[config.mk]
export PLATFORM = sky130hd
export DESIGN_NAME = bicubic_product_normalizer_flat
export DESIGN_NICKNAME = d
export VERILOG_FILES = /design/src/rtl/bicubic_product_normalizer_pkg.sv /design/src/rtl/bicubic_product_normalizer_if.sv /design/src/rtl/bicubic_product_normalizer_lane.sv /design/src/rtl/bicubic_product_normalizer.sv /design/src/flat_wrapper.sv
export SDC_FILE = /design/constraint.sdc
export NUM_CORES = 1
export LEC_CHECK = 0
export BUFFER_PORTS_ARGS = -buffer_cell sky130_fd_sc_hd__buf_4
export CELL_PAD_IN_SITES_DETAIL_PLACEMENT = 0
export CELL_PAD_IN_SITES_GLOBAL_PLACEMENT = 2
export CORE_MARGIN = 5
export CORE_UTILIZATION = 31
export DETAILED_ROUTE_END_ITERATION = 6
export GPL_ROUTABILITY_DRIVEN = 0
export PLACE_DENSITY_LB_ADDON = 0.08
export SLEW_MARGIN = 20
export SYNTH_ARGS = -nofsm -noshare
export SYNTH_HDL_FRONTEND = slang
export SYNTH_HIERARCHICAL = 1
export SYNTH_SLANG_ARGS = --single-unit
export TNS_END_PERCENT = 20
[constraint.sdc]
create_clock -name clk -period 2.3 [get_ports clk]
set_clock_uncertainty 0.15 [all_clocks]
set_input_delay 0.345 -clock clk [delete_from_list [all_inputs] [get_ports clk]]
set_output_delay 0.345 -clock clk [all_outputs]
set_load 0.005 [all_outputs]
[src/rtl/bicubic_product_normalizer_pkg.sv]
// ============================================================================
//  Package     : bicubic_norm_pkg
//  Description : Shared constants and helpers for the bicubic product
//                normalizer: pixel width and ceiling, lane count, saturation
//                counter width, and a lane saturation popcount.
//  Revision    : 1.0  initial release
// ============================================================================
`default_nettype none

package bicubic_norm_pkg;

  localparam int PIXEL_W   = 8;
  localparam int PIXEL_MAX = 255;
  localparam int LANES     = 4;
  localparam int SAT_CNT_W = 16;

  // Number of lanes flagged as saturated in one output word (0..LANES).
  function automatic logic [2:0] count_sat(input logic [LANES-1:0] i_flags);
    logic [2:0] v_cnt;
    v_cnt = '0;
    for (int i = 0; i < LANES; i++) begin
      v_cnt = v_cnt + {2'b00, i_flags[i]};
    end
    return v_cnt;
  endfunction

endpackage

`default_nettype wire

[src/rtl/bicubic_product_normalizer_if.sv]
// ============================================================================
//  Interface   : bicubic_product_normalizer_if
//  Description : Upstream product beat (four sign-magnitude lanes, valid/ready)
//                and downstream packed pixel word (valid/ready).
//  Modports    : slave  - normalizer side (consumes products, drives pixels)
//                master - environment side (drives products, consumes pixels)
//  Revision    : 1.0  initial release
// ============================================================================
`default_nettype none

interface bicubic_product_normalizer_if #(
  parameter int PRODUCT_WIDTH = 32
);

  logic                     in_valid;
  logic                     in_ready;
  logic [PRODUCT_WIDTH-2:0] inner_product1;
  logic [PRODUCT_WIDTH-2:0] inner_product2;
  logic [PRODUCT_WIDTH-2:0] inner_product3;
  logic [PRODUCT_WIDTH-2:0] inner_product4;
  logic                     inner_product_sign1;
  logic                     inner_product_sign2;
  logic                     inner_product_sign3;
  logic                     inner_product_sign4;
  logic                     out_valid;
  logic                     out_ready;
  logic [31:0]              out_pixels;

  modport slave (
    input  in_valid,
    output in_ready,
    input  inner_product1, inner_product2, inner_product3, inner_product4,
    input  inner_product_sign1, inner_product_sign2,
    input  inner_product_sign3, inner_product_sign4,
    output out_valid,
    input  out_ready,
    output out_pixels
  );

  modport master (
    output in_valid,
    input  in_ready,
    output inner_product1, inner_product2, inner_product3, inner_product4,
    output inner_product_sign1, inner_product_sign2,
    output inner_product_sign3, inner_product_sign4,
    input  out_valid,
    output out_ready,
    input  out_pixels
  );

endinterface

`default_nettype wire

[src/rtl/bicubic_product_normalizer_lane.sv]
// ============================================================================
//  Module      : bicubic_lane_normalize
//  Description : One lane of the normalizer. Stage 1 rounds the magnitude
//                (round-half-up, FRAC_SHIFT fraction bits dropped) and
//                registers the effective sign; stage 2 clamps to 0..255.
//  Ports       : clk, rst            - clock, synchronous active-high reset
//                i_en                - pipeline advance enable
//                i_magnitude, i_sign - lane input (sign 1 = negative)
//                o_pixel             - clamped 8-bit pixel (stage 2)
//                o_saturated         - pixel was clamped (stage 2)
//  Revision    : 1.0  initial release
// ============================================================================
`default_nettype none

module bicubic_lane_normalize
  import bicubic_norm_pkg::*;
#(
  parameter int PRODUCT_WIDTH = 32,
  parameter int FRAC_SHIFT    = 8
) (
  input  wire logic                     clk,
  input  wire logic                     rst,
  input  wire logic                     i_en,
  input  wire logic [PRODUCT_WIDTH-2:0] i_magnitude,
  input  wire logic                     i_sign,
  output logic      [PIXEL_W-1:0]       o_pixel,
  output logic                          o_saturated
);

  localparam int RW = PRODUCT_WIDTH - FRAC_SHIFT;
  localparam int EW = RW + PIXEL_W;
  localparam logic [PRODUCT_WIDTH-1:0] c_half = PRODUCT_WIDTH'(1) << (FRAC_SHIFT - 1);

  logic [PRODUCT_WIDTH-1:0] w_sum;
  logic [RW-1:0]            w_round;
  logic                     w_neg;
  logic [EW-1:0]            w_ext;
  logic                     w_over;
  logic [PIXEL_W-1:0]       w_pixel;

  logic                     r_neg;
  logic [RW-1:0]            r_round;
  logic [PIXEL_W-1:0]       r_pixel;
  logic                     r_sat;

  // The extra top bit keeps the rounding add from ever overflowing.
  assign w_sum   = {1'b0, i_magnitude} + c_half;
  assign w_round = w_sum[PRODUCT_WIDTH-1:FRAC_SHIFT];
  // Negative zero behaves as zero, so it is neither clamped nor counted.
  assign w_neg   = i_sign && (i_magnitude != '0);

  // Zero-extend so the comparison is legal for any rounded width.
  assign w_ext   = {{PIXEL_W{1'b0}}, r_round};
  assign w_over  = w_ext > EW'(PIXEL_MAX);
  assign w_pixel = r_neg  ? '0 :
                   w_over ? PIXEL_W'(PIXEL_MAX) :
                            w_ext[PIXEL_W-1:0];

  always_ff @(posedge clk) begin
    if (rst) begin
      r_neg   <= 1'b0;
      r_round <= '0;
      r_pixel <= '0;
      r_sat   <= 1'b0;
    end else if (i_en) begin
      r_neg   <= w_neg;
      r_round <= w_round;
      r_pixel <= w_pixel;
      r_sat   <= r_neg || w_over;
    end
  end

  assign o_pixel     = r_pixel;
  assign o_saturated = r_sat;

endmodule

`default_nettype wire

[src/rtl/bicubic_product_normalizer.sv]
// ============================================================================
//  Module      : bicubic_product_normalizer
//  Description : Two-stage normalizer for four sign-magnitude inner products.
//                Rounds off FRAC_SHIFT fraction bits, clamps each lane to an
//                8-bit pixel and packs lane1..lane4 into out_pixels[7:0..31:24].
//  Ports       : clk, rst  - clock, synchronous active-high reset
//                bus       - product input and pixel output handshakes
//                sat_count - saturated-lane counter (BICUBIC_NORM_SAT_CNT_EN)
//  Options     : BICUBIC_NORM_SAT_CNT_EN adds the sticky 16-bit sat_count.
//  Revision    : 1.0  initial release
// ============================================================================
`default_nettype none

module bicubic_product_normalizer
  import bicubic_norm_pkg::*;
#(
  parameter int PRODUCT_WIDTH = 32,
  parameter int FRAC_SHIFT    = 8
) (
  input  wire logic                     clk,
  input  wire logic                     rst,
  bicubic_product_normalizer_if.slave   bus
`ifdef BICUBIC_NORM_SAT_CNT_EN
  ,
  output logic      [SAT_CNT_W-1:0]     sat_count
`endif
);

  logic                     w_en;
  logic                     r_s1_valid;
  logic                     r_out_valid;
  logic [PRODUCT_WIDTH-2:0] w_mag   [LANES];
  logic [LANES-1:0]         w_sign;
  logic [PIXEL_W-1:0]       w_pixel [LANES];
  logic [LANES-1:0]         w_sat;
  logic [31:0]              w_packed;

  // Advance whenever the output slot is empty or being drained this cycle.
  assign w_en = !r_out_valid || bus.out_ready;

  assign w_mag[0]  = bus.inner_product1;
  assign w_mag[1]  = bus.inner_product2;
  assign w_mag[2]  = bus.inner_product3;
  assign w_mag[3]  = bus.inner_product4;
  assign w_sign[0] = bus.inner_product_sign1;
  assign w_sign[1] = bus.inner_product_sign2;
  assign w_sign[2] = bus.inner_product_sign3;
  assign w_sign[3] = bus.inner_product_sign4;

  generate
    for (genvar g = 0; g < LANES; g++) begin : g_lane
      bicubic_lane_normalize #(
        .PRODUCT_WIDTH (PRODUCT_WIDTH),
        .FRAC_SHIFT    (FRAC_SHIFT)
      ) u_lane (
        .clk         (clk),
        .rst         (rst),
        .i_en        (w_en),
        .i_magnitude (w_mag[g]),
        .i_sign      (w_sign[g]),
        .o_pixel     (w_pixel[g]),
        .o_saturated (w_sat[g])
      );
      assign w_packed[g*PIXEL_W +: PIXEL_W] = w_pixel[g];
    end
  endgenerate

  // Bubbles from upstream travel through as cleared valid flags.
  always_ff @(posedge clk) begin
    if (rst) begin
      r_s1_valid  <= 1'b0;
      r_out_valid <= 1'b0;
    end else if (w_en) begin
      r_s1_valid  <= bus.in_valid;
      r_out_valid <= r_s1_valid;
    end
  end

  assign bus.in_ready   = w_en;
  assign bus.out_valid  = r_out_valid;
  assign bus.out_pixels = w_packed;

`ifdef BICUBIC_NORM_SAT_CNT_EN
  logic [SAT_CNT_W-1:0] r_sat_count;
  logic [SAT_CNT_W:0]   w_cnt_sum;

  assign w_cnt_sum = {1'b0, r_sat_count} + (SAT_CNT_W+1)'(count_sat(w_sat));

  // Sticky at all-ones: a carry out of the add pins the counter.
  always_ff @(posedge clk) begin
    if (rst) begin
      r_sat_count <= '0;
    end else if (r_out_valid && bus.out_ready) begin
      r_sat_count <= w_cnt_sum[SAT_CNT_W] ? '1 : w_cnt_sum[SAT_CNT_W-1:0];
    end
  end

  assign sat_count = r_sat_count;
`endif

endmodule

`default_nettype wire
[src/flat_wrapper.sv]
// flat-port wrapper written by rule: the top's interface ports become plain ports
module bicubic_product_normalizer_flat import bicubic_norm_pkg::*;
#(
  parameter int PRODUCT_WIDTH = 32,
  parameter int FRAC_SHIFT    = 8
)
  (clk, rst, bus_in_valid, bus_in_ready, bus_inner_product1, bus_inner_product2, bus_inner_product3, bus_inner_product4, bus_inner_product_sign1, bus_inner_product_sign2, bus_inner_product_sign3, bus_inner_product_sign4, bus_out_valid, bus_out_ready, bus_out_pixels);
  bicubic_product_normalizer_if #(.PRODUCT_WIDTH(PRODUCT_WIDTH)) bus_i ();
  input  wire logic clk;
  input  wire logic rst;
  input wire logic [$bits(bus_i.in_valid)-1:0] bus_in_valid;
  output wire logic [$bits(bus_i.in_ready)-1:0] bus_in_ready;
  input wire logic [$bits(bus_i.inner_product1)-1:0] bus_inner_product1;
  input wire logic [$bits(bus_i.inner_product2)-1:0] bus_inner_product2;
  input wire logic [$bits(bus_i.inner_product3)-1:0] bus_inner_product3;
  input wire logic [$bits(bus_i.inner_product4)-1:0] bus_inner_product4;
  input wire logic [$bits(bus_i.inner_product_sign1)-1:0] bus_inner_product_sign1;
  input wire logic [$bits(bus_i.inner_product_sign2)-1:0] bus_inner_product_sign2;
  input wire logic [$bits(bus_i.inner_product_sign3)-1:0] bus_inner_product_sign3;
  input wire logic [$bits(bus_i.inner_product_sign4)-1:0] bus_inner_product_sign4;
  output wire logic [$bits(bus_i.out_valid)-1:0] bus_out_valid;
  input wire logic [$bits(bus_i.out_ready)-1:0] bus_out_ready;
  output wire logic [$bits(bus_i.out_pixels)-1:0] bus_out_pixels;
  assign bus_i.in_valid = bus_in_valid;
  assign bus_in_ready = bus_i.in_ready;
  assign bus_i.inner_product1 = bus_inner_product1;
  assign bus_i.inner_product2 = bus_inner_product2;
  assign bus_i.inner_product3 = bus_inner_product3;
  assign bus_i.inner_product4 = bus_inner_product4;
  assign bus_i.inner_product_sign1 = bus_inner_product_sign1;
  assign bus_i.inner_product_sign2 = bus_inner_product_sign2;
  assign bus_i.inner_product_sign3 = bus_inner_product_sign3;
  assign bus_i.inner_product_sign4 = bus_inner_product_sign4;
  assign bus_out_valid = bus_i.out_valid;
  assign bus_i.out_ready = bus_out_ready;
  assign bus_out_pixels = bus_i.out_pixels;
  bicubic_product_normalizer #(.PRODUCT_WIDTH(PRODUCT_WIDTH), .FRAC_SHIFT(FRAC_SHIFT)) u_core (.clk(clk), .rst(rst), .bus(bus_i));
endmodule
== Yosys cells after proc, flatten, opt, wreduce, memory -nomap -nowiden ==
Cells that the tools add are included.

* Input port bits: 132
* Output and inout bits: 34
* Logic and storage cells: 40
* Register bits after elaboration: 134

* $add $sub $neg: 4
* Order comparisons: 4
* Mux-type cells: 8
* Reductions and logical operators: 10

{| class="wikitable"
|+ Operators by type and width
! operator !! count
|-
| $add 31x8->32 const B || 4
|-
| $reduce_bool 31->1 || 4
|-
| $gt 24x8->1 const B || 4
|-
| $mux 8 || 8
|-
| $logic_and 1x1->1 || 4
|-
| $logic_not 1->1 || 1
|-
| $logic_or 1x1->1 || 1
|}

== Depth between registers and ports, before layout ==
Gate-level depths: netlist of the first run.

* Depth in word-level cells: 3
* Mapped depth: 6
* Mapped depth without buffers: 5

== Hierarchy ==
Netlist of the first run, hierarchy kept.

{| class="wikitable"
|+ By module, submodules not included
! module !! seq. area each (µm²) !! times used !! cells an instance !! area each (µm²)
|-
| bicubic_lane_normalize || 680.7 || 4 || 214 || 1765.4
|-
| bicubic_product_normalizer || 40.0 || 1 || 8 || 80.1
|}

== Worst setup path after synthesis of the first run ==
No wires, ideal clock.

* Kind: input to register
* Start point: in bus_inner_product1[7]
* End point: reg u_core.g_lane[0].u_lane.r_round[15]
* Library setup time: 0.091 ns
* Required time: 2.059 ns
* Stages: 6
* Setup slack: 0.251 ns
* Buffers on the path: 1
* Data arrival time: 1.808 ns
* Path through: ha_1 > nand2_1 > or4_1 > buf_2 > or3_1 > a311oi_1

* Longest elaborated chain between the ends: 1

{| class="wikitable"
|+ RTL lines
! item !! RTL line !! text
|-
| from (decl) || flat_wrapper.sv:13 || <nowiki>input wire logic [$bits(bus_i.inner_product1)-1:0] bus_inner_product1;</nowiki>
|-
| $add 31x8->32 || bicubic_product_normalizer_lane.sv:47 || <nowiki>assign w_sum = {1'b0, i_magnitude} + c_half;</nowiki>
|-
| to (signal assigned) || bicubic_product_normalizer_lane.sv:67 || <nowiki>r_round <= w_round;</nowiki>
|-
| to (decl) || bicubic_product_normalizer_lane.sv:42 || <nowiki>logic [RW-1:0] r_round;</nowiki>
|}

No other way between the ends.
A chain may end at the register's enable or synchronous reset.

== Worst setup path in the final report of the first run ==
* Start point: reg u_core.r_out_valid, in the netlist u_core/bus.out_valid
* End point: out bus_in_ready

* Longest elaborated chain between the ends: 2

{| class="wikitable"
|+ RTL lines
! item !! RTL line !! text
|-
| from (decl) || bicubic_product_normalizer.sv:31 || <nowiki>logic r_out_valid;</nowiki>
|-
| from (signal assigned) || bicubic_product_normalizer.sv:75 || <nowiki>r_out_valid <= r_s1_valid;</nowiki>
|-
| $logic_not 1->1 || bicubic_product_normalizer.sv:39 || <nowiki>assign w_en = !r_out_valid || bus.out_ready;</nowiki>
|-
| $logic_or 1x1->1 || bicubic_product_normalizer.sv:39 ||
|-
| to (decl) || flat_wrapper.sv:12 || <nowiki>output wire logic [$bits(bus_i.in_ready)-1:0] bus_in_ready;</nowiki>
|}

No other way between the ends.

==> results of run 1 <==
==> worst min-delay path, cell delays in order <==
cell and delay, ps:
buf_4 110, o211ai_1 70, a21oi_1 60
==> final timing paths <==
kind                                     startpoint  slack, ps                                              end
setup / recovery  u_core/bus.out_valid$_SDFFE_PP0P_        220                                     bus_in_ready
hold / removal              bus_inner_product_sign2         60       u_core/g_lane[1].u_lane/r_neg$_SDFFE_PP0P_
setup reg to reg  u_core/bus.out_valid$_SDFFE_PP0P_        470  u_core/g_lane[1].u_lane/o_pixel[1]$_SDFFE_PP0P_
hold reg to reg      u_core/r_s1_valid$_SDFFE_PP0P_        310                u_core/bus.out_valid$_SDFFE_PP0P_
==> per-stage QoR <==
stage | util | hold WS, ps | setup TNS (ps) | cell area [µm²] | std cells
2_1_floorplan | - | 264 | 0 | 7000 | 848
3_3_place_gp | 0.387 | 287 | 0 | 8680 | 1280
3_5_place_dp | 0.387 | 307 | -28.1 | 8680 | 1280
4_1_cts | 0.414 | 49.5 | 0 | 9290 | 1312
5_1_grt | 0.414 | 82.1 | 0 | 9290 | 1312
6_report | 0.414 | 63.4 | 0 | 9290 | 1312
==> power by group through the flow <==
| stage | clock network [mW] | registers (mW) | logic, mW |
|---|---|---|---|
| 5_1_grt | 2.96 | 2.63 | 0.963 |
| 3_3_place_gp | 0 | 2.66 | 0.873 |
| 3_5_place_dp | 0 | 2.66 | 0.875 |
| 4_1_cts | 2.85 | 2.61 | 0.879 |
| 6_report | 2.77 | 2.61 | 0.865 |
| 2_1_floorplan | 0 | 2.63 | 0.385 |
==> state kept, by name (all words and copies together), names as in the netlist <==
name and cells:
u_core/g_lane.u_lane/r_round 96, u_core/g_lane.u_lane/r_neg 4, u_core/bus.out_valid 1, u_core/g_lane.u_lane/o_pixel 32, u_core/r_s1_valid 1
==> routing by layer <==
metal	vias up	wire, µm
li1	3566	-
met1	3219	11000
met2	117	10200
met3	21	698
met4	0	301
met5	-	0
==> area by class of cell <==
type | instances | area (µm²)
multi-input combinational | 628 | 3970
clock buffer | 18 | 439
sequential | 134 | 2680
clock inverter | 13 | 158
timing repair buffer | 208 | 1590
fill | 2339 | 13100
tap | 285 | 357
inverter | 26 | 97.6
==> metrics.json, run 1 <==
{
  "grt_overflow": 0,
  "cts_tree": "built",
  "global_route_wire_length_before_repair_um": 36400,
  "die_area_um2": 25700,
  "unrepaired_setup_endpoints_after_global_routing": "no",
  "critical_path_cell_by_cell": "nand2b_4 > buf_4 > buf_4",
  "design.core.area_um2": 22400,
  "preCtsSetupSlack_ps": -28.1,
  "pwr_density_cell_nw_per_um2": 672,
  "clock_tree.root_cell": "clkbuf_16",
  "grtUsageMet1": 0.238,
  "post-dp-hpwl_um": 16400,
  "worstSkewPairLatency_ps": 420,
  "critical-path-max-stage-delay_ps": 370,
  "leak_pwr_nw": 3.52,
  "drt_wl_total_um": 22100,
  "clock_path_buffers": 2,
  "buffer_ports.inserted": 165,
  "synth-warning-count": 6,
  "grtUsageMet3": 0.0366,
  "syn-instance-count": 848,
  "worstPathBufferInverterCount": 2,
  "detail_route.vias_per_cell": 5.28,
  "switching_share": 0.254,
  "final_nets": 1151,
  "post_cts.resized_instances": 0,
  "horizontal_die_dimension_um": 160,
  "starting_density_of_the_core": 0.312,
  "power_frac_comb": 0.139,
  "cp_top_family": "buffers and inverters",
  "postCtsHoldBufs": 1,
  "finalHoldViolations": 0,
  "fmaxAchievable_mhz": 480,
  "via_count_of_the_first_global_routing_pass": 6846,
  "timing_worst_slew_pin_value_ps": 583,
  "ioPinCount": 166,
  "detail_route.drc_violations": 0,
  "clkPwrFrac": 0.444,
  "drt-pass1-iter-count": 4,
  "diode_count": 0,
  "layout.cells.most_common": "buf_4",
  "postCtsSetupRepairBufs": 0,
  "total_power_mw": 6.25,
  "outcome": "finished clean",
  "mappedNetlistArea_um2": 7000,
  "antenna_found_initial": 0,
  "wl_per_cell_um": 16.9,
  "path_clk_slew_ps": 60,
  "vdd_drop_max_mv": 0.463,
  "track_usage": 0.172,
  "drive_gt1_frac": 0.241,
  "timing.critical_path.slowest_stage_cell": "nand2b_4",
  "area_growth_syn_to_layout_pct": 32.7,
  "cellInternalPower_mw": 4.66,
  "min_delay_path_depth": 3,
  "critPathKind": "reg -> out",
  "final_antenna_violating_net_count": 0,
  "r2r_cells": 4,
  "grt_use_met2": 0.271,
  "detailroute.via_count": 6923,
  "end_kind": "output port",
  "cp.depth": 3,
  "cp_common_cell": "buf_4",
  "grt.busiest_layer": "met2",
  "layout.cells.most_common_list": "205 x buf_4, 134 x dfxtp_1, 124 x nor2_1, 52 x nor4_1, 48 x a311oi_1",
  "cts.sink_count": 134,
  "post_route_clock_period_utilization": 0.906,
  "seq_power_share": 0.418,
  "die_height_um": 160,
  "final-setup-viol-count": 0,
  "layout_min_cycle_time_ps": 2080,
  "worst-endpoint-required_ps": 1800,
  "crit_arrival_ps": 1590,
  "timing.slew.headroom": 0.608,
  "drt-initial-drc-count": 352,
  "final-max-slew-violation-count": 0,
  "startpoint_type": "flip-flop",
  "timing.final.ws_setup_ps": 217,
  "cts_inserted_buffers": 17,
  "clock_tree.htree_level_count": 4,
  "max_cap_violations": 0,
  "synth_fp_nets": 984,
  "floorplan.rows": 55,
  "hold_path.class": "in -> reg",
  "net-switching-power_mw": 1.59,
  "syn-mean-instance-area_um2": 8.26,
  "crit_fanout": 33,
  "maximum_number_of_pins_on_one_net_before_global_route_repair": 44
}
No activity file was read; power rests on OpenSTA's default activity.
==> run 2: changes to the inputs <==
- CORE_UTILIZATION: 31 -> 32
- CTS_BUF_LIST: unset -> sky130_fd_sc_hd__clkbuf_8
==> run 2 against run 1 <==
Compared with the run above: die area fell by 2.9%; first-iteration DRC count is 15% lower; critical endpoint unchanged; worst setup slack better by 27 ps; largest power group is now sequential cells; design area decreased by 1.7%; global-route usage grew 0.14 points; total power shrank 8.1%; core utilization rose by 0.70 points.
==> metrics.json, run 2 (synthesis results as in run 1) <==
{
  "startpoint_type": {"value": "flip-flop", "change": "unchanged"},
  "path_clk_slew": {"value": 80, "unit": "ps", "change": "was 60 ps"},
  "r2r_cells": {"value": 4, "change": "unchanged"},
  "unrepaired_setup_endpoints_after_global_routing": {"value": "no", "change": "unchanged"},
  "wl_per_cell": {"value": 16.7, "unit": "µm", "change": "was 16.9 µm"},
  "final-setup-viol-count": {"value": 0, "change": "unchanged"},
  "multiInputGateArea": {"value": 3970, "unit": "µm²", "change": "unchanged"},
  "track_usage": {"value": 0.173, "change": "was 0.172"},
  "worst-endpoint-required": {"value": 1800, "unit": "ps", "change": "about the same"},
  "cts.sink_count": {"value": 134, "change": "unchanged"},
  "post-dp-hpwl": {"value": 16200, "unit": "µm", "change": "was 16,400 µm"},
  "cts_tree": {"value": "built", "change": "unchanged"},
  "drt_wl_total": {"value": 21800, "unit": "µm", "change": "was 22,100 µm"},
  "timing_worst_slew_pin_value": {"value": 590, "unit": "ps", "change": "was 583 ps"},
  "final_nets": {"value": 1150, "change": "was 1,151"},
  "placed_instances": {"value": 1274, "change": "was 1,280"},
  "detail_route.vias_per_cell": {"value": 5.29, "change": "was 5.28"},
  "min_delay_worst_endpoint": {"value": "u_core/g_lane[1].u_lane/r_neg$_SDFFE_PP0P_", "change": "unchanged"},
  "layout.cells.most_common_list": {"value": "204 x buf_4, 134 x dfxtp_1, 124 x nor2_1, 52 x nor4_1, 48 x a311oi_1", "change": "was 205 x buf_4, 134 x dfxtp_1, 124 x nor2_1, 52 x nor4_1, 48 x a311oi_1"},
  "floorplan.rows": {"value": 54, "change": "was 55"},
  "drive_gt1_frac": {"value": 0.239, "change": "was 0.241"},
  "critPathKind": {"value": "reg -> out", "change": "unchanged"},
  "detail_route.drc_violations": {"value": 0, "change": "unchanged"},
  "drt-pass1-iter-count": {"value": 5, "change": "was 4"},
  "finalHoldViolations": {"value": 0, "change": "unchanged"},
  "critical_path_cell_by_cell": {"value": "nand2b_4 > buf_12 > buf_4", "change": "was nand2b_4 > buf_4 > buf_4"},
  "design.core.area": {"value": 21700, "unit": "µm²", "change": "was 22,400 µm²"},
  "cp.depth": {"value": 3, "change": "unchanged"},
  "fillers": {"value": 2277, "change": "was 2,339"},
  "die_height": {"value": 158, "unit": "µm", "change": "was 160 µm"},
  "max_cap_violations": {"value": 0, "change": "unchanged"},
  "clock_tree.root_cell": {"value": "clkbuf_8", "change": "was clkbuf_16"},
  "layout_min_cycle_time": {"value": 2060, "unit": "ps", "change": "was 2080 ps"},
  "worstPathBufferInverterCount": {"value": 2, "change": "unchanged"},
  "timing.rr.start": {"value": "u_core/g_lane[1].u_lane/r_round[18]$_SDFFE_PP0P_", "change": "was u_core/bus.out_valid$_SDFFE_PP0P_"},
  "vdd_drop_max": {"value": 0.422, "unit": "mV", "change": "was 0.463 mV"},
  "horizontal_die_dimension": {"value": 158, "unit": "µm", "change": "was 160 µm"},
  "final-max-slew-violation-count": {"value": 0, "change": "unchanged"},
  "rr_endpoint": {"value": "u_core/g_lane[1].u_lane/o_pixel[1]$_SDFFE_PP0P_", "change": "unchanged"},
  "min_delay_path_depth": {"value": 3, "change": "unchanged"},
  "drt-initial-drc-count": {"value": 298, "change": "was 352"},
  "crit_fanout": {"value": 49, "change": "was 33"},
  "diode_count": {"value": 0, "change": "unchanged"},
  "top_register": {"value": "u_core/g_lane.u_lane/r_round", "change": "unchanged"},
  "ioPinCount": {"value": 166, "change": "unchanged"},
  "leak_pwr": {"value": 3.47, "unit": "nW", "change": "was 3.52 nW"},
  "worst_hold_slack": {"value": 52.1, "unit": "ps", "change": "was 63.4 ps"},
  "timing.slew.headroom": {"value": 0.603, "change": "was 0.608"},
  "timing.critical_path.slowest_stage_cell": {"value": "dfxtp_1", "change": "was nand2b_4"},
  "outcome": {"value": "finished clean", "change": "unchanged"},
  "clock_tree.htree_level_count": {"value": 4, "change": "unchanged"},
  "final_cell_count_no_fill": {"value": 1306, "change": "was 1,312"},
  "end_kind": {"value": "output port", "change": "unchanged"},
  "via_count_of_the_first_global_routing_pass": {"value": 6739, "change": "was 6,846"},
  "post_route_clock_period_utilization": {"value": 0.894, "change": "was 0.906"},
  "fmaxAchievable": {"value": 486, "unit": "MHz", "change": "was 480 MHz"},
  "die_area": {"value": 24900, "unit": "µm²", "change": "was 25,700 µm²"},
  "area_growth_syn_to_layout": {"value": 30.5, "unit": "%", "change": "was 32.7%"},
  "cts_inserted_buffers": {"value": 17, "change": "unchanged"},
  "global_route_wire_length_before_repair": {"value": 34900, "unit": "µm", "change": "was 36,400 µm"},
  "worst_hold_startpoint": {"value": "bus_inner_product_sign2", "change": "unchanged"},
  "worstSkewPairLatency": {"value": 440, "unit": "ps", "change": "was 420 ps"},
  "largest_register_ffs": {"value": 96, "change": "unchanged"},
  "starting_density_of_the_core": {"value": 0.323, "change": "was 0.312"},
  "layout.cells.most_common": {"value": "buf_4", "change": "unchanged"},
  "buffer_ports.inserted": {"value": 165, "change": "unchanged"},
  "maximum_number_of_pins_on_one_net_before_global_route_repair": {"value": 50, "change": "was 44"},
  "detailroute.via_count": {"value": 6910, "change": "was 6,923"},
  "seq_area": {"value": 2680, "unit": "µm²", "change": "unchanged"},
  "r2r_slack": {"value": 540, "unit": "ps", "change": "was 470 ps"},
  "grt_overflow": {"value": 0, "change": "unchanged"},
  "final_antenna_violating_net_count": {"value": 0, "change": "unchanged"},
  "clock_path_buffers": {"value": 2, "change": "unchanged"},
  "antenna_found_initial": {"value": 0, "change": "unchanged"},
  "crit_arrival": {"value": 1560, "unit": "ps", "change": "was 1590 ps"},
  "pwr_density_cell": {"value": 628, "unit": "nW/µm²", "change": "was 672 nW/µm²"},
  "hold_path.class": {"value": "in -> reg", "change": "unchanged"},
  "critical-path-max-stage-delay": {"value": 350, "unit": "ps", "change": "was 370 ps"},
  "cp_top_family": {"value": "buffers and inverters", "change": "unchanged"}
}
[run 2: worst max path at each step]
stage,startpoint,to,slack (ps)
global route,u_core/bus.out_valid$_SDFFE_PP0P_,bus_in_ready,110
detailed placement,bus_inner_product1[7],u_core/g_lane[0].u_lane/r_round[17]$_SDFFE_PP0P_,-40
global placement,bus_inner_product1[7],u_core/g_lane[0].u_lane/r_round[17]$_SDFFE_PP0P_,20
floorplan,bus_inner_product1[7],u_core/g_lane[0].u_lane/r_round[15]$_SDFFE_PP0P_,250
CTS,u_core/bus.out_valid$_SDFFE_PP0P_,bus_in_ready,180
finish,u_core/bus.out_valid$_SDFFE_PP0P_,bus_in_ready,240
[run 2: routing by layer]
metal,track usage,share of wire
met1,0.240,0.49
met4,0.0385,0.0083
met2,0.278,0.46
met5,0,0
met3,0.0372,0.041
[run 2: area by class of cell]
class                   instances  area share
inverters                      26      0.0107
clock buffers                  18      0.0271
flip-flops and latches        134       0.294
multi-input cells             628       0.434
well taps                     280      0.0384
repair buffers                207       0.173
clock inverters                13      0.0226
[run 2: worst reg2reg max path, cell delays in order (launching register included)]
cell,delay (ps)
dfxtp_1,320
nor4_1,410
nand4_1,450
nor2_1,220
o32ai_1,90
[run 2: stage by stage]
| step | setup TNS (ps) | instance area [µm²] | utilization | total power [mW] | setup slack (ps) |
|---|---|---|---|---|---|
| floorplan | 0 | 7000 | - | 3.01 | 251 |
| global placement | 0 | 8670 | 0.400 | 3.53 | 15.2 |
| detailed placement | -59.0 | 8670 | 0.400 | 3.53 | -38.2 |
| CTS | 0 | 9140 | 0.421 | 5.83 | 184 |
| global route | 0 | 9140 | 0.421 | 6.04 | 109 |
| finish | 0 | 9140 | 0.421 | 5.74 | 244 |
[run 2: power breakdown]
group	internal [mW]	switching, mW	total [mW]
clock network	1.31	0.951	2.26
logic	0.437	0.430	0.867
registers	2.50	0.111	2.61
total	4.25	1.49	5.74
[run 2: repair_timing]
action,in CTS,in global routing
endpoints found under the hold margin,1,0
resized for setup,0,0
buffers inserted,0,0
hold buffers,1,0
==> run 3: changes to the inputs <==
--- a/config.mk
+++ b/config.mk
@@ -9,4 +9,5 @@
 export CELL_PAD_IN_SITES_DETAIL_PLACEMENT = 0
 export CELL_PAD_IN_SITES_GLOBAL_PLACEMENT = 2
+export CORE_ASPECT_RATIO = 0.9
 export CORE_MARGIN = 5
 export CORE_UTILIZATION = 32
@@ -15,5 +16,5 @@
 export GPL_ROUTABILITY_DRIVEN = 0
 export PLACE_DENSITY_LB_ADDON = 0.08
-export SLEW_MARGIN = 20
+export SLEW_MARGIN = 10
 export SYNTH_ARGS = -nofsm -noshare
 export SYNTH_HDL_FRONTEND = slang
==> constraint.sdc (replaced) <==
create_clock -name clk -period 2.3 [get_ports clk]
set_clock_uncertainty 0.15 [all_clocks]
set_input_delay 0.115 -clock clk [delete_from_list [all_inputs] [get_ports clk]]
set_output_delay 0.115 -clock clk [all_outputs]
set_load 0.005 [all_outputs]
==> run 3 against run 2 <==
Compared with the run above: first-iteration DRC count up 65%; sequential cell count did not move; sequential power about the same; count of clock-buffer cells in the layout is 1 higher; global-route usage increased by 0.78 points; highest routed layer unchanged.
==> metrics.json, run 3 (synthesis results as in run 1) <==
{
  "seq_area": {"value": 2680, "unit": "µm²", "change": "unchanged"},
  "post-route-cell-area": {"value": 10500, "unit": "µm²", "change": "was 9140 µm²"},
  "post_route_clock_period_utilization": {"value": 1.00, "change": "was 0.894"},
  "floorplan.rows": {"value": 51, "change": "was 54"},
  "cp_top_family": {"value": "buffers and inverters", "change": "unchanged"},
  "drt-initial-drc-count": {"value": 492, "change": "was 298"},
  "drive_gt1_frac": {"value": 0.199, "change": "was 0.239"},
  "timing.critical_path.slowest_stage_cell": {"value": "dlygate4sd3_1", "change": "was dfxtp_1"},
  "post-dp-hpwl": {"value": 16100, "unit": "µm", "change": "was 16,200 µm"},
  "timing.slew.headroom": {"value": 0.617, "change": "was 0.603"},
  "buffer_ports.inserted": {"value": 165, "change": "unchanged"},
  "largest_register_ffs": {"value": 96, "change": "unchanged"},
  "detailroute.via_count": {"value": 7601, "change": "was 6,910"},
  "layout.cells.most_common_list": {"value": "176 x buf_4, 152 x dlygate4sd3_1, 134 x dfxtp_1, 124 x nor2_1, 51 x nor4_1", "change": "was 204 x buf_4, 134 x dfxtp_1, 124 x nor2_1, 52 x nor4_1, 48 x a311oi_1"},
  "timing_worst_slew_pin_value": {"value": 570, "unit": "ps", "change": "was 590 ps"},
  "total_power": {"value": 5.64, "unit": "mW", "change": "was 5.74 mW"},
  "path_clk_slew": {"value": 80, "unit": "ps", "change": "about the same"},
  "critPathKind": {"value": "in -> reg", "change": "was reg -> out"},
  "top_register": {"value": "u_core/g_lane.u_lane/r_round", "change": "unchanged"},
  "dpl_cell_area": {"value": 8500, "unit": "µm²", "change": "was 8670 µm²"},
  "worst-endpoint-required": {"value": 2530, "unit": "ps", "change": "was 1800 ps"},
  "finalHoldViolations": {"value": 0, "change": "unchanged"},
  "end_kind": {"value": "flip-flop", "change": "was output port"},
  "vdd_drop_max": {"value": 0.262, "unit": "mV", "change": "was 0.422 mV"},
  "via_count_of_the_first_global_routing_pass": {"value": 7540, "change": "was 6,739"},
  "final-max-slew-violation-count": {"value": 0, "change": "unchanged"},
  "grtUsageMet1": {"value": 0.235, "change": "was 0.240"},
  "tns": {"value": 0, "unit": "ps", "change": "unchanged"},
  "pwr_density_cell": {"value": 538, "unit": "nW/µm²", "change": "was 628 nW/µm²"},
  "cp_common_cell": "dlygate4sd3_1",
  "leak_pwr": {"value": 4.00, "unit": "nW", "change": "was 3.47 nW"},
  "ioPinCount": {"value": 166, "change": "unchanged"},
  "antenna_found_initial": {"value": 0, "change": "unchanged"},
  "grt.busiest_layer": {"value": "met2", "change": "unchanged"},
  "die_height": {"value": 150, "unit": "µm", "change": "was 158 µm"},
  "startpoint_type": {"value": "input port", "change": "was flip-flop"},
  "global_route_wire_length_before_repair": {"value": 37600, "unit": "µm", "change": "was 34,900 µm"},
  "diode_count": {"value": 0, "change": "unchanged"},
  "clock_tree.root_cell": {"value": "clkbuf_8", "change": "unchanged"},
  "drt-pass1-iter-count": {"value": 5, "change": "unchanged"},
  "multiInputGateArea": {"value": 4010, "unit": "µm²", "change": "was 3970 µm²"},
  "outcome": {"value": "finished clean", "change": "unchanged"},
  "starting_density_of_the_core": {"value": 0.325, "change": "was 0.323"},
  "cts_inserted_buffers": {"value": 17, "change": "unchanged"},
  "cts.sink_count": {"value": 134, "change": "unchanged"},
  "clock_tree.htree_level_count": {"value": 4, "change": "unchanged"},
  "final_nets": {"value": 1277, "change": "was 1,150"},
  "fmaxAchievable": {"value": 435, "unit": "MHz", "change": "was 486 MHz"},
  "design.core.area": {"value": 21600, "unit": "µm²", "change": "was 21,700 µm²"},
  "wl_per_cell": {"value": 15.8, "unit": "µm", "change": "was 16.7 µm"},
  "horizontal_die_dimension": {"value": 166, "unit": "µm", "change": "was 158 µm"},
  "grt_overflow": {"value": 0, "change": "unchanged"},
  "detail_route.vias_per_cell": {"value": 5.26, "change": "was 5.29"},
  "worstSkewPairLatency": {"value": 440, "unit": "ps", "change": "about the same"},
  "grt_use_met2": {"value": 0.312, "change": "was 0.278"},
  "track_usage": {"value": 0.181, "change": "was 0.173"},
  "final_antenna_violating_net_count": {"value": 0, "change": "unchanged"},
  "maximum_number_of_pins_on_one_net_before_global_route_repair": {"value": 50, "change": "unchanged"},
  "clock_path_buffers": {"value": 2, "change": "unchanged"},
  "crit_arrival": {"value": 2530, "unit": "ps", "change": "was 1560 ps"},
  "layout.cells.most_common": {"value": "buf_4", "change": "unchanged"},
  "die_area": {"value": 24900, "unit": "µm²", "change": "about the same"},
  "critical-path-max-stage-delay": {"value": 570, "unit": "ps", "change": "was 350 ps"},
  "worstPathBufferInverterCount": {"value": 3, "change": "was 2"},
  "fillers": {"value": 2163, "change": "was 2,277"},
  "unrepaired_setup_endpoints_after_global_routing": {"value": "yes", "change": "was no"},
  "cts_tree": {"value": "built", "change": "unchanged"},
  "drt_wl_total": {"value": 22900, "unit": "µm", "change": "was 21,800 µm"},
  "final-setup-viol-count": {"value": 0, "change": "unchanged"},
  "layout_min_cycle_time": {"value": 2300, "unit": "ps", "change": "was 2060 ps"},
  "detail_route.drc_violations": {"value": 0, "change": "unchanged"},
  "max_cap_violations": {"value": 0, "change": "unchanged"},
  "hold_path.class": {"value": "in -> reg", "change": "unchanged"},
  "area_growth_syn_to_layout": {"value": 49.8, "unit": "%", "change": "was 30.5%"},
  "crit_fanout": {"value": 7, "change": "was 49"},
  "critical_path_cell_by_cell": {"value": "dlygate4sd3_1 > buf_4 > and4_1 > nand2_1 > or4_1 > a311oi_2 > dlygate4sd3_1", "change": "was nand2b_4 > buf_12 > buf_4"},
  "grtUsageMet3": {"value": 0.0339, "change": "was 0.0372"}
}
==> run 3: final cells by class <==
type,instances,share of cell area
sequential,134,0.256
tap,291,0.0347
inverter,26,0.00931
multi-input combinational,628,0.383
clock inverter,12,0.0124
timing repair buffer,334,0.280
clock buffer,19,0.0249
==> run 3: metal layers <==
metal,part of all wire,vias to the layer above
met3,0.042,22
met4,0.012,0
met5,0,-
met2,0.49,178
li1,-,3816
met1,0.46,3585
==> run 3: final timing paths <==
path / startpoint / endpoint / slack [ps] / cells after the start
max: bus_inner_product2[20] / u_core/g_lane[1].u_lane/r_round[17]$_SDFFE_PP0P_ / 0.2 / 7
min: bus_inner_product1[14] / u_core/g_lane[0].u_lane/r_round[7]$_SDFFE_PP0P_ / 30 / 5
max reg2reg: u_core/bus.out_valid$_SDFFE_PP0P_ / u_core/g_lane[3].u_lane/r_round[21]$_SDFFE_PP0P_ / 210 / 5
min reg2reg: u_core/r_s1_valid$_SDFFE_PP0P_ / u_core/bus.out_valid$_SDFFE_PP0P_ / 300 / 2
==> run 3: power by group <==
part / switching [mW] / internal, mW / leakage (nW) / total (mW)
sequential: 0.117 / 2.50 / 1.12 / 2.61
combinational: 0.465 / 0.602 / 2.69 / 1.07
clock: 0.947 / 1.01 / 0.191 / 1.96
total: 1.53 / 4.11 / 4.00 / 5.64
==> run 3: metrics by stage <==
step	utilization	instances	hold WS (ps)	setup WS [ps]
finish	0.486	1444	26.7	0.220
floorplan	-	848	34.1	481
global route	0.486	1444	37.2	-60.7
detailed placement	0.394	1259	196	96.6
global placement	0.394	1259	189	157
CTS	0.483	1443	1.23	48.0
==> run 3: worst reg2reg max path, cell delays in order (launching register included) <==
cell and delay (ps):
dfxtp_1 340, nand2b_4 330, buf_6 300, nor2_1 90
a311oi_1 250, dlygate4sd3_1 580
==> run 3: repair_timing <==
| item | 4_1_cts | 5_1_grt |
|---|---|---|
| setup endpoints to repair | 0 | 18 |
| hold endpoints to repair | 101 | 0 |
| resized for setup | 0 | 15 |
| buffers inserted | 0 | 1 |
| hold buffers | 153 | 0 |
